--- src/rtl/usb_tx_pkg.sv ---
// Shared types and constants for the USB transmit packet feeder.
// PID constants, the FSM state encoding and the FIFO entry layout live here.
package usb_tx_pkg;

    typedef enum logic [2:0] {
        ST_IDLE,
        ST_SYNC,
        ST_LOAD,
        ST_HOLD,
        ST_END,
        ST_DRAIN,
        ST_GAP,
        ST_DROP
    } tx_state_t;

    localparam logic [7:0] PID_OUT   = 8'hE1;
    localparam logic [7:0] PID_IN    = 8'h69;
    localparam logic [7:0] PID_SOF   = 8'hA5;
    localparam logic [7:0] PID_SETUP = 8'h2D;
    localparam logic [7:0] PID_DATA0 = 8'hC3;
    localparam logic [7:0] PID_DATA1 = 8'h4B;
    localparam logic [7:0] PID_ACK   = 8'hD2;

    typedef struct packed {
        logic       last;
        logic [7:0] data;
    } fifo_entry_t;

    // DATA0/DATA1/DATA2/MDATA all end in 2'b11 and carry a CRC16.
    function automatic logic pid_is_data(input logic [7:0] pid);
        return pid[1:0] == 2'b11;
    endfunction

    function automatic logic pid_check_ok(input logic [7:0] pid);
        return pid[7:4] == ~pid[3:0];
    endfunction

endpackage

--- src/rtl/usb_tx_byte_fifo.sv ---
// 9-bit {last, byte} synchronous FIFO with registered full/empty flags
// and a single-cycle synchronous flush.
module usb_tx_byte_fifo
    import usb_tx_pkg::*;
#(
    parameter int unsigned DEPTH = 64
) (
    input  logic        clk,
    input  logic        rst_n,
    input  logic        wr_en,
    input  fifo_entry_t wr_entry,
    input  logic        rd_en,
    input  logic        flush,
    output fifo_entry_t head_c,
    output logic        full,
    output logic        empty
);

    localparam int unsigned AW = $clog2(DEPTH);
    localparam int unsigned CW = $clog2(DEPTH + 1);

    fifo_entry_t   mem [DEPTH];
    logic [AW-1:0] wr_ptr;
    logic [AW-1:0] rd_ptr;
    logic [CW-1:0] count;
    logic [CW-1:0] count_nx;
    logic          do_wr;
    logic          do_rd;

    always_comb begin
        do_wr    = wr_en && !full;
        do_rd    = rd_en && !empty;
        count_nx = count;
        if (flush) begin
            count_nx = '0;
        end else if (do_wr && !do_rd) begin
            count_nx = count + CW'(1);
        end else if (!do_wr && do_rd) begin
            count_nx = count - CW'(1);
        end
    end

    assign head_c = mem[rd_ptr];

    always_ff @(posedge clk or negedge rst_n) begin
        if (!rst_n) begin
            wr_ptr <= '0;
            rd_ptr <= '0;
            count  <= '0;
            full   <= 1'b0;
            empty  <= 1'b1;
        end else begin
            if (flush) begin
                wr_ptr <= '0;
                rd_ptr <= '0;
            end else begin
                if (do_wr) wr_ptr <= wr_ptr + AW'(1);
                if (do_rd) rd_ptr <= rd_ptr + AW'(1);
            end
            count <= count_nx;
            full  <= (count_nx == CW'(DEPTH));
            empty <= (count_nx == '0);
        end
    end

    always_ff @(posedge clk) begin
        if (do_wr && !flush) mem[wr_ptr] <= wr_entry;
    end

endmodule

--- src/rtl/usb_tx_pkt_feeder.sv ---
// Buffers whole USB packets and drives the SIE transmit handshake one packet at a time.
// Optional PID complement check and drop path: define USB_TX_PID_CHK_EN.
module usb_tx_pkt_feeder
    import usb_tx_pkg::*;
#(
    parameter int unsigned DEPTH      = 64,
    parameter int unsigned GAP_CYCLES = 16
) (
    input  logic       gclk,
    input  logic       reset_l,
    input  logic       wr_en,
    input  logic [7:0] wr_data,
    input  logic       wr_last,
    output logic       wr_full,
    output logic       ovf_err,
    output logic       pkt_pending,
    output logic       busy,
    output logic       SYN_GEN_LD,
    output logic       CRC_16,
    output logic       TX_LOAD,
    output logic [7:0] TX_DATA,
    output logic       TX_LAST_BYTE,
    input  logic       TX_READY_LD,
    input  logic       T_lastbit,
    output logic       pid_err
);

    localparam int unsigned CW = $clog2(DEPTH + 1);
    localparam int unsigned GW = $clog2(GAP_CYCLES + 1);

    tx_state_t     state;
    fifo_entry_t   head_c;
    fifo_entry_t   wr_entry_c;
    logic          fifo_empty;
    logic          push_c;
    logic          pop_c;
    logic          flush_c;
    logic [CW-1:0] pkt_cnt;
    logic [CW-1:0] pkt_cnt_nx;
    logic [GW-1:0] gap_cnt;
    logic          end_wait;

    assign wr_entry_c = '{last: wr_last, data: wr_data};
    assign push_c     = wr_en && !wr_full;
    // A full FIFO with no complete packet can never drain: discard it.
    assign flush_c    = wr_full && (pkt_cnt == '0);

    usb_tx_byte_fifo #(
        .DEPTH(DEPTH)
    ) u_fifo (
        .clk     (gclk),
        .rst_n   (reset_l),
        .wr_en   (wr_en),
        .wr_entry(wr_entry_c),
        .rd_en   (pop_c),
        .flush   (flush_c),
        .head_c  (head_c),
        .full    (wr_full),
        .empty   (fifo_empty)
    );

    always_comb begin
        pop_c = 1'b0;
        if (!fifo_empty) begin
            if (state == ST_LOAD && TX_READY_LD) pop_c = 1'b1;
`ifdef USB_TX_PID_CHK_EN
            if (state == ST_DROP) pop_c = 1'b1;
`endif
        end
    end

    always_comb begin
        pkt_cnt_nx = pkt_cnt;
        if ((push_c && wr_last) && !(pop_c && head_c.last)) begin
            pkt_cnt_nx = pkt_cnt + CW'(1);
        end else if (!(push_c && wr_last) && (pop_c && head_c.last)) begin
            pkt_cnt_nx = pkt_cnt - CW'(1);
        end
    end

    always_ff @(posedge gclk or negedge reset_l) begin
        if (!reset_l) begin
            pkt_cnt     <= '0;
            pkt_pending <= 1'b0;
            ovf_err     <= 1'b0;
        end else begin
            pkt_cnt     <= pkt_cnt_nx;
            pkt_pending <= (pkt_cnt_nx != '0);
            ovf_err     <= (wr_en && wr_full) || flush_c;
        end
    end

`ifdef USB_TX_PID_CHK_EN
    always_ff @(posedge gclk or negedge reset_l) begin
        if (!reset_l) begin
            pid_err <= 1'b0;
        end else begin
            pid_err <= (state == ST_DROP) && pop_c && head_c.last;
        end
    end
`else
    assign pid_err = 1'b0;
`endif

    // Transmit sequencer; strobes default low and pulse for one cycle.
    always_ff @(posedge gclk or negedge reset_l) begin
        if (!reset_l) begin
            state        <= ST_IDLE;
            busy         <= 1'b0;
            SYN_GEN_LD   <= 1'b0;
            CRC_16       <= 1'b0;
            TX_LOAD      <= 1'b0;
            TX_DATA      <= 8'h00;
            TX_LAST_BYTE <= 1'b0;
            gap_cnt      <= '0;
            end_wait     <= 1'b0;
        end else begin
            SYN_GEN_LD   <= 1'b0;
            TX_LOAD      <= 1'b0;
            TX_LAST_BYTE <= 1'b0;
            case (state)
                ST_IDLE: begin
                    if (pkt_pending) begin
                        busy   <= 1'b1;
                        state  <= ST_SYNC;
                        CRC_16 <= pid_is_data(head_c.data);
`ifdef USB_TX_PID_CHK_EN
                        if (!pid_check_ok(head_c.data)) begin
                            state  <= ST_DROP;
                            CRC_16 <= 1'b0;
                        end
`endif
                    end
                end
                ST_SYNC: begin
                    SYN_GEN_LD <= 1'b1;
                    state      <= ST_LOAD;
                end
                ST_LOAD: begin
                    if (pop_c) begin
                        TX_LOAD <= 1'b1;
                        TX_DATA <= head_c.data;
                        if (head_c.last) begin
                            state    <= ST_END;
                            end_wait <= 1'b1;
                        end else begin
                            state <= ST_HOLD;
                        end
                    end
                end
                ST_HOLD: begin
                    state <= ST_LOAD;
                end
                ST_END: begin
                    // Dead cycle first so the end marker never crowds the final load.
                    if (end_wait) begin
                        end_wait <= 1'b0;
                    end else if (TX_READY_LD) begin
                        TX_LAST_BYTE <= 1'b1;
                        state        <= ST_DRAIN;
                    end
                end
                ST_DRAIN: begin
                    if (T_lastbit) begin
                        gap_cnt <= GW'(GAP_CYCLES);
                        state   <= ST_GAP;
                    end
                end
                ST_GAP: begin
                    if (gap_cnt == '0) begin
                        CRC_16 <= 1'b0;
                        busy   <= 1'b0;
                        state  <= ST_IDLE;
                    end else begin
                        gap_cnt <= gap_cnt - GW'(1);
                    end
                end
`ifdef USB_TX_PID_CHK_EN
                ST_DROP: begin
                    if (pop_c && head_c.last) begin
                        busy  <= 1'b0;
                        state <= ST_IDLE;
                    end
                end
`endif
                default: begin
                    busy  <= 1'b0;
                    state <= ST_IDLE;
                end
            endcase
        end
    end

endmodule

--- config.mk ---
export PLATFORM = sky130hd
export DESIGN_NAME = usb_tx_pkt_feeder
export DESIGN_NICKNAME = d
export VERILOG_FILES = /design/src/rtl/usb_tx_pkg.sv /design/src/rtl/usb_tx_byte_fifo.sv /design/src/rtl/usb_tx_pkt_feeder.sv
export SDC_FILE = /design/constraint.sdc
export NUM_CORES = 1
export LEC_CHECK = 0
export CORE_MARGIN = 4
export CORE_UTILIZATION = 30
export DETAILED_ROUTE_END_ITERATION = 6
export PLACE_DENSITY = 0.49
export SLEW_MARGIN = 5
export SYNTH_ARGS = -nofsm -noshare
export SYNTH_HDL_FRONTEND = slang
export SYNTH_SLANG_ARGS = --single-unit
--- constraint.sdc ---
create_clock -name gclk -period 6.3 [get_ports gclk]
set_input_delay 1.89 -clock gclk [delete_from_list [all_inputs] [get_ports gclk]]
set_output_delay 1.89 -clock gclk [all_outputs]
set_load 0.05 [all_outputs]
# ---- After elaboration in Yosys (flattened, before gate mapping)
# Memories as Yosys holds them, arrays and structs flattened.
# Index checks and enable logic that the tools add are counted.
dict set report word_totals {
  regBits 52
  ramBits 576
  input_bits 14
  output_inout_bits 17
  memories 1
}
# name depth word_bits read_ports rd_clocked_by_memory_dff wr line_no
set memory_table {}
lappend memory_table {u_fifo.mem 64 9 1 0 1 usb_tx_byte_fifo.sv:22} ;# fifo_entry_t mem [DEPTH];
dict set report op_classes {
  add_sub_neg 7
  n_eq_ne 16
  mux 38
  bitwise_logic 1
  n_reduce_logical 38
}
# op n
set op_table {}
lappend op_table {{$mux 7} 5}
lappend op_table {{$mux 6} 4}
lappend op_table {{$mux 3} 7}
lappend op_table {{$pmux 3 s6} 1}
lappend op_table {{$ne 2x2->1 const B} 8}
lappend op_table {{$mux 1} 15}
lappend op_table {{$add 7x1->7 const B} 2}
lappend op_table {{$logic_not 7->1} 2}
lappend op_table {{$sub 7x1->7 const B} 2}
lappend op_table {{$add 6x1->6 const B} 2}
lappend op_table {{$logic_and 1x1->1} 12}
lappend op_table {{$reduce_and 3->1} 4}
lappend op_table {{$mux 5} 2}
lappend op_table {{$pmux 5 s2} 1}
lappend op_table {{$reduce_bool 2->1} 5}
lappend op_table {{$eq 3x3->1 const B} 3}
lappend op_table {{$eq 7x7->1 const B} 1}
lappend op_table {{$logic_not 1->1} 7}
lappend op_table {{$reduce_bool 7->1} 1}
lappend op_table {{$eq 3x2->1 const B} 2}
lappend op_table {{$reduce_and 6->1} 1}
lappend op_table {{$logic_not 5->1} 1}
lappend op_table {{$reduce_or 5->1} 1}
lappend op_table {{$sub 5x1->5 const B} 1}
lappend op_table {{9 further kinds} 10}

# ---- Longest topological paths before layout
dict set report logic_depth {
  word_depth 10
  depth_mapped 12
  ltp_nobuf 11
}

# ---- Hierarchy
# Synthesis repeated with hierarchy kept, for this count alone.
dict set report unflattened {
  cells_unflattened 1424
  area_unflattened_um2 25249.2
}
# module instances cells_each area_per_inst_um2 seq_area_each_um2
set by_module_without_submodules {}
lappend by_module_without_submodules {usb_tx_byte_fifo 1 1247 23583.9 17823.3}
lappend by_module_without_submodules {usb_tx_pkt_feeder 1 177 1665.3 775.7}

# ---- Worst setup path after synthesis
# No wires, ideal clock.
dict set report synth_timing {
  path_type {in2reg}
  startpoint {in wr_en}
  endpoint {reg pkt_pending}
  setup_time_ns 0.138
  arrival_time_ns 4.033
  required_time_ns 6.162
  path_slack_ns 2.128
  stages 9
  path_buffers 2
  cell_sequence {nor2b_1 clkbuf_1 and2_1 clkbuf_1 or4_1 or4b_1 nand2_1 xnor2_1 or4_1}
}
dict set report synth_between {
  elab_chain_len 7
  elab_cells_between_ends 8
  cone_classes {mux (2); reduce/logical (6)}
}
# element line_no
set synth_rtl {}
lappend synth_rtl {{start, declared} usb_tx_pkt_feeder.sv:11} ;# input logic wr_en,
lappend synth_rtl {{$logic_and 1x1->1 (*)} usb_tx_pkt_feeder.sv:44} ;# assign push_c = wr_en && !wr_full;
lappend synth_rtl {{$logic_and 1x1->1 (*)} {usb_tx_pkt_feeder.sv:74, usb_tx_pkt_feeder.sv:76}}
lappend synth_rtl {{$logic_not 1->1} usb_tx_pkt_feeder.sv:76} ;# end else if (!(push_c && wr_last) && (pop_c && head_c.last)) begin
lappend synth_rtl {{$logic_and 1x1->1} usb_tx_pkt_feeder.sv:76}
lappend synth_rtl {{$mux 7} usb_tx_pkt_feeder.sv:76}
lappend synth_rtl {{$mux 7 (*)} usb_tx_pkt_feeder.sv:74} ;# if ((push_c && wr_last) && !(pop_c && head_c.last)) begin
lappend synth_rtl {{named net pkt_cnt_nx[5]} usb_tx_pkt_feeder.sv:39} ;# logic [CW-1:0] pkt_cnt_nx;
lappend synth_rtl {{$reduce_bool 7->1 (*)} usb_tx_pkt_feeder.sv:88} ;# pkt_pending <= (pkt_cnt_nx != '0);
lappend synth_rtl {{end signal, assigned} usb_tx_pkt_feeder.sv:88}
lappend synth_rtl {{end, declared} usb_tx_pkt_feeder.sv:16} ;# output logic pkt_pending,
# Mark *: on every way through the listed nets, which the timed path passes. The rest lies on a longest branch.
# A chain may end at the register's enable or synchronous reset.

# ---- Worst setup path after layout
dict set report layout_timing {
  startpoint {in TX_READY_LD}
  endpoint {reg pkt_pending}
}
dict set report layout_between {
  elab_chain_len 8
  elab_cells_between_ends 10
  cone_classes {mux (4); reduce/logical (6)}
}
# element line_no
set layout_rtl {}
lappend layout_rtl {{start, declared} usb_tx_pkt_feeder.sv:23} ;# input logic TX_READY_LD,
lappend layout_rtl {{$logic_and 1x1->1 (*)} usb_tx_pkt_feeder.sv:65} ;# if (state == ST_LOAD && TX_READY_LD) pop_c = 1'b1;
lappend layout_rtl {{$mux 1 (*)} usb_tx_pkt_feeder.sv:65}
lappend layout_rtl {{$mux 1 (*)} usb_tx_pkt_feeder.sv:64} ;# if (!fifo_empty) begin
lappend layout_rtl {{$logic_and 1x1->1 (*)} {usb_tx_pkt_feeder.sv:74, usb_tx_pkt_feeder.sv:76}}
lappend layout_rtl {{$logic_and 1x1->1 / $logic_not 1->1 (equally long branches)} {usb_tx_pkt_feeder.sv:76, usb_tx_pkt_feeder.sv:74}}
lappend layout_rtl {{$mux 7 / $logic_and 1x1->1 (equally long branches)} {usb_tx_pkt_feeder.sv:76, usb_tx_pkt_feeder.sv:74}}
lappend layout_rtl {{$mux 7 (*)} usb_tx_pkt_feeder.sv:74}
lappend layout_rtl {{named net pkt_cnt_nx[6]} usb_tx_pkt_feeder.sv:39}
lappend layout_rtl {{$reduce_bool 7->1 (*)} usb_tx_pkt_feeder.sv:88}
# Marks and branches as above.

==> run_results.csv <==
group,metric,value,unit
worst_setup_path,worstPathRequired,6770,ps
timing,worstMarginPinSlew,1270,ps
global_routing,antenna_found_initial,4,
outcome,status,"finished, final reports clean",
route,via_per_inst,4.90,
worst_setup_path,worst-r2r-setup-slack,2290,ps
route,route.detailed.drc,0,
placement,dp.cells,2279,
run,cap_violations,0,
timing,period_needed,4390,ps
worst_setup_path,path_class,"primary input to register",
timing,worst_hold_slack,506,ps
clocking,cts_tree,"done",
placement,gp_congestion,0.762,
yosys,ys_warn_count,0,
layout,mostFrequentLayoutCell,"edfxtp_1",
global_routing,grt_pass1_vias,12300,
yosys,synthArstFlopShare,8.28,%
worst_setup_path,worstPathMaxFanout,12,
layout,fin_area,0.0288,mm²
pwr,clockPowerShare,31.1,%
layout,final_nets,1302,
pwr,powerDensity,441,mW/mm²
worst_hold_path,holdCritPathClass,"register to register",
route,vias,11800,
route,drt-total-wl,58.3,mm
clocking,cts_root_buf,"clkbuf_16",
worst_setup_path,end_kind,"register",
timing,tns,0,ps
clocking,numCtsBuffers,69,
pwr,leakage,9.13,nW
global_routing,grt.met1_usage,18.7,%
route,drtAntennaViolNets,0,
timing,hold_violations,0,
placement,port_buffers,29,
worst_setup_path,r2r_cells,10,
yosys,synth_top_area_cell,"edfxtp_1",
route,drtIter0Drc,871,
worst_hold_path,holdPathEnd,"busy$_DFFE_PN0P_",
floorplan,num_rows,105,
timing,finalSetupViolCount,0,
floorplan,die_area,0.0879,mm²
timing,timing.final.ws_setup,1910,ps
timing,rsz0062_at_grt,"no",
timing,skew,16.4,ps
worst_setup_path,r2r_start,"u_fifo.rd_ptr[0]$_DFFE_PN0P_",
yosys,synth_cell_type_count,58,
placement,hpwl,35.1,mm
placement,placed_area,0.0266,mm²
timing,drv_slew,0,
worst_setup_path,start_kind,"primary input",
route,firstDrtPassIters,5,
yosys,synth_seq_cells,628,
timing,min_period_over_period,69.7,%
worst_setup_path,crit_arrival,4860,ps
global_routing,grt_pass1_wl,86.0,mm
worst_setup_path,worstPathCellList,"clkdlybuf4s50_1 > nand2b_1 > nor3_2 > nand2_1 > o2bb2ai_4 > mux2i_1 > xnor2_1 > or3_1 > or4_1",
layout,layoutNonFillerInstCount,2406,
global_routing,use_met3,2.49,%
placement,post-place-ws,1270,ps
pwr,p_seq_share,41.1,%
yosys,synth_area_leaders,"edfxtp_1 (69%), mux4_2 (16%), dfrtp_1 (5.1%)",
yosys,ys.flop_type,"edfxtp_1",
pwr,p_switching,3.90,mW
clocking,clk_pin_slew,60,ps
yosys,synthCells,1202,
clocking,htreeDepth,3,
pwr,sw_frac_of_total,30.7,%
pwr,comb_power_share,27.8,%
yosys,syn_area,0.0250,mm²
floorplan,start_util,30.4,%
floorplan,die_h,296,µm
yosys,synth_edf_count,576,
worst_setup_path,max_stage_delay,640,ps
timing,fmax,0.228,GHz
global_routing,grt.overflow.total,0,
pwr,cellInternalPower,8.81,mW
clocking,clk_path_buf_depth,3,
floorplan,die_x,296,µm
layout,drive_above_1_share,26.2,%
layout,layout_common_cells,"edfxtp_1 (576), mux4_2 (174), nor2_1 (92), clkbuf_16 (72)",
global_routing,grt_busiest_layer,"met2",
yosys,yosysSeqAreaShare,74.5,%
global_routing,use_met2,21.9,%
worst_setup_path,cpMaxStageDelayCell,"nor3_2",
floorplan,core,0.0822,mm²
clocking,cts.sinks,628,
pwr,vdd.ir_drop.worst,0.165,mV
clocking,hold_buffers,0,
yosys,syn_avg_cell_area,20.8,µm²
yosys,syn_nets,1224,
worst_hold_path,min_path_cells,2,
yosys,synth_top_area_share,69.3,%
timing,relSlewSlack,15.0,%
global_routing,grt_max_degree,66,
global_routing,grt_util_all_layers,13.5,%
clocking,ctsResizeCount,0,
clocking,cts_setup_buffers,0,
worst_hold_path,hold_start,"busy$_DFFE_PN0P_",
route,drt-wirelength-per-cell,24.2,µm
layout,area.growth.synth_to_final,15.5,%
clocking,worstSkewPairLatency,600,ps
worst_setup_path,r2r-end,"pkt_pending$_DFF_PN0_",
floorplan,io_pins,31,
[metal layers]
metal	wire (µm)	up-vias
met4	1180	0
met1	26600	6359
li1	-	5108
met2	28100	253
met5	0	-
met3	2410	69
[worst max-delay path: cells and delay by family]
family / cells / cell delay (ps)
AO/OA/AOI/OAI: 1 / 370
XOR/XNOR: 1 / 110
buffers and inverters: 1 / 500
multiplexers: 1 / 270
AND/OR/NAND/NOR: 5 / 1730
[power by group through the flow]
| stage | Combinational (mW) | Sequential [mW] | Clock [mW] |
|---|---|---|---|
| floorplan | 2.49 | 5.15 | 0 |
| global placement | 3.61 | 5.31 | 0 |
| detailed placement | 3.62 | 5.32 | 0 |
| CTS | 3.62 | 5.24 | 4.07 |
| global route | 3.78 | 5.28 | 4.25 |
| finish | 3.53 | 5.23 | 3.95 |
[per-stage QoR]
| step | power [mW] | util (%) |
|---|---|---|
| after floorplan | 7.63 | - |
| after global placement | 8.92 | 32.4 |
| after detailed placement | 8.94 | 32.4 |
| after CTS | 12.9 | 35.1 |
| after global routing | 13.3 | 35.1 |
| final | 12.7 | 35.1 |
[kinds of logic (layout without fill, tap and decap cells)]
group | count (synthesis) | after routing | share of synthesized area (%)
AND/OR/NAND/NOR | 208 | 208 | 4.04
AO/OA/AOI/OAI | 45 | 45 | 1.25
multiplexers | 203 | 203 | 17.4
XOR/XNOR | 26 | 26 | 0.912
buffers and inverters | 83 | 215 | 1.48
adder cells (fa/ha/maj) | 8 | 8 | 0.401
other | 1 | 3 | 0.0150
flip-flops | 628 | 628 | 74.5
[flip-flops by register name, summed over array words and instances (netlist names)]
name           flops
u_fifo.mem       576
pkt_cnt            7
u_fifo.empty       1
u_fifo.full        1
TX_LAST_BYTE       1
ovf_err            1
u_fifo.wr_ptr      6
u_fifo.count       7
TX_DATA            8
gap_cnt            5
u_fifo.rd_ptr      6
busy               1
end_wait           1
pkt_pending        1
state              3
CRC_16             1
SYN_GEN_LD         1
TX_LOAD            1
[cells in the mapped netlist (2+ instances only)]
cell and n:
and3_1 4, nor2_1 92, buf_6 3, mux4_2 174, buf_2 13, inv_1 12
dfrtp_1 51, o21ai_0 14, mux4_1 7, nand3b_1 4, a31oi_1 5, xnor2_1 14
o41ai_1 2, clkbuf_1 35, a21oi_1 8, a21o_1 2, o22ai_1 2, buf_1 17
nor3_1 12, nand2b_1 10, or4_1 4, nand4b_1 5, nor2b_1 5, mux2_2 10
or3_1 6, ha_1 8, nand4_1 10, edfxtp_1 576, nand3_1 10, nand2_1 32
nor4_1 4, or2_2 2, xor2_1 12, mux2i_1 10, o211ai_1 4
[final cells by class]
type / instances / area (µm²)
fill: 7625 / 53400
sequential: 628 / 18600
multi-input combinational: 491 / 6020
clock buffer: 91 / 1880
tap: 1070 / 1340
timing repair buffer: 77 / 601
clock inverter: 34 / 332
inverter: 13 / 48.8
antenna: 2 / 5.00
[worst max-delay path by stage]
| stage | from | to | slack [ps] | depth (start not counted) |
|---|---|---|---|---|
| floorplan | wr_en | pkt_pending$_DFF_PN0_ | 2130 | 9 |
| global route | TX_READY_LD | pkt_pending$_DFF_PN0_ | 1750 | 9 |
| global placement | TX_READY_LD | pkt_pending$_DFF_PN0_ | 1240 | 9 |
| detailed placement | TX_READY_LD | pkt_pending$_DFF_PN0_ | 1270 | 9 |
| CTS | TX_READY_LD | pkt_pending$_DFF_PN0_ | 1900 | 9 |
| finish | TX_READY_LD | pkt_pending$_DFF_PN0_ | 1910 | 9 |
Note: power is estimated with default switching activity, not from simulation.
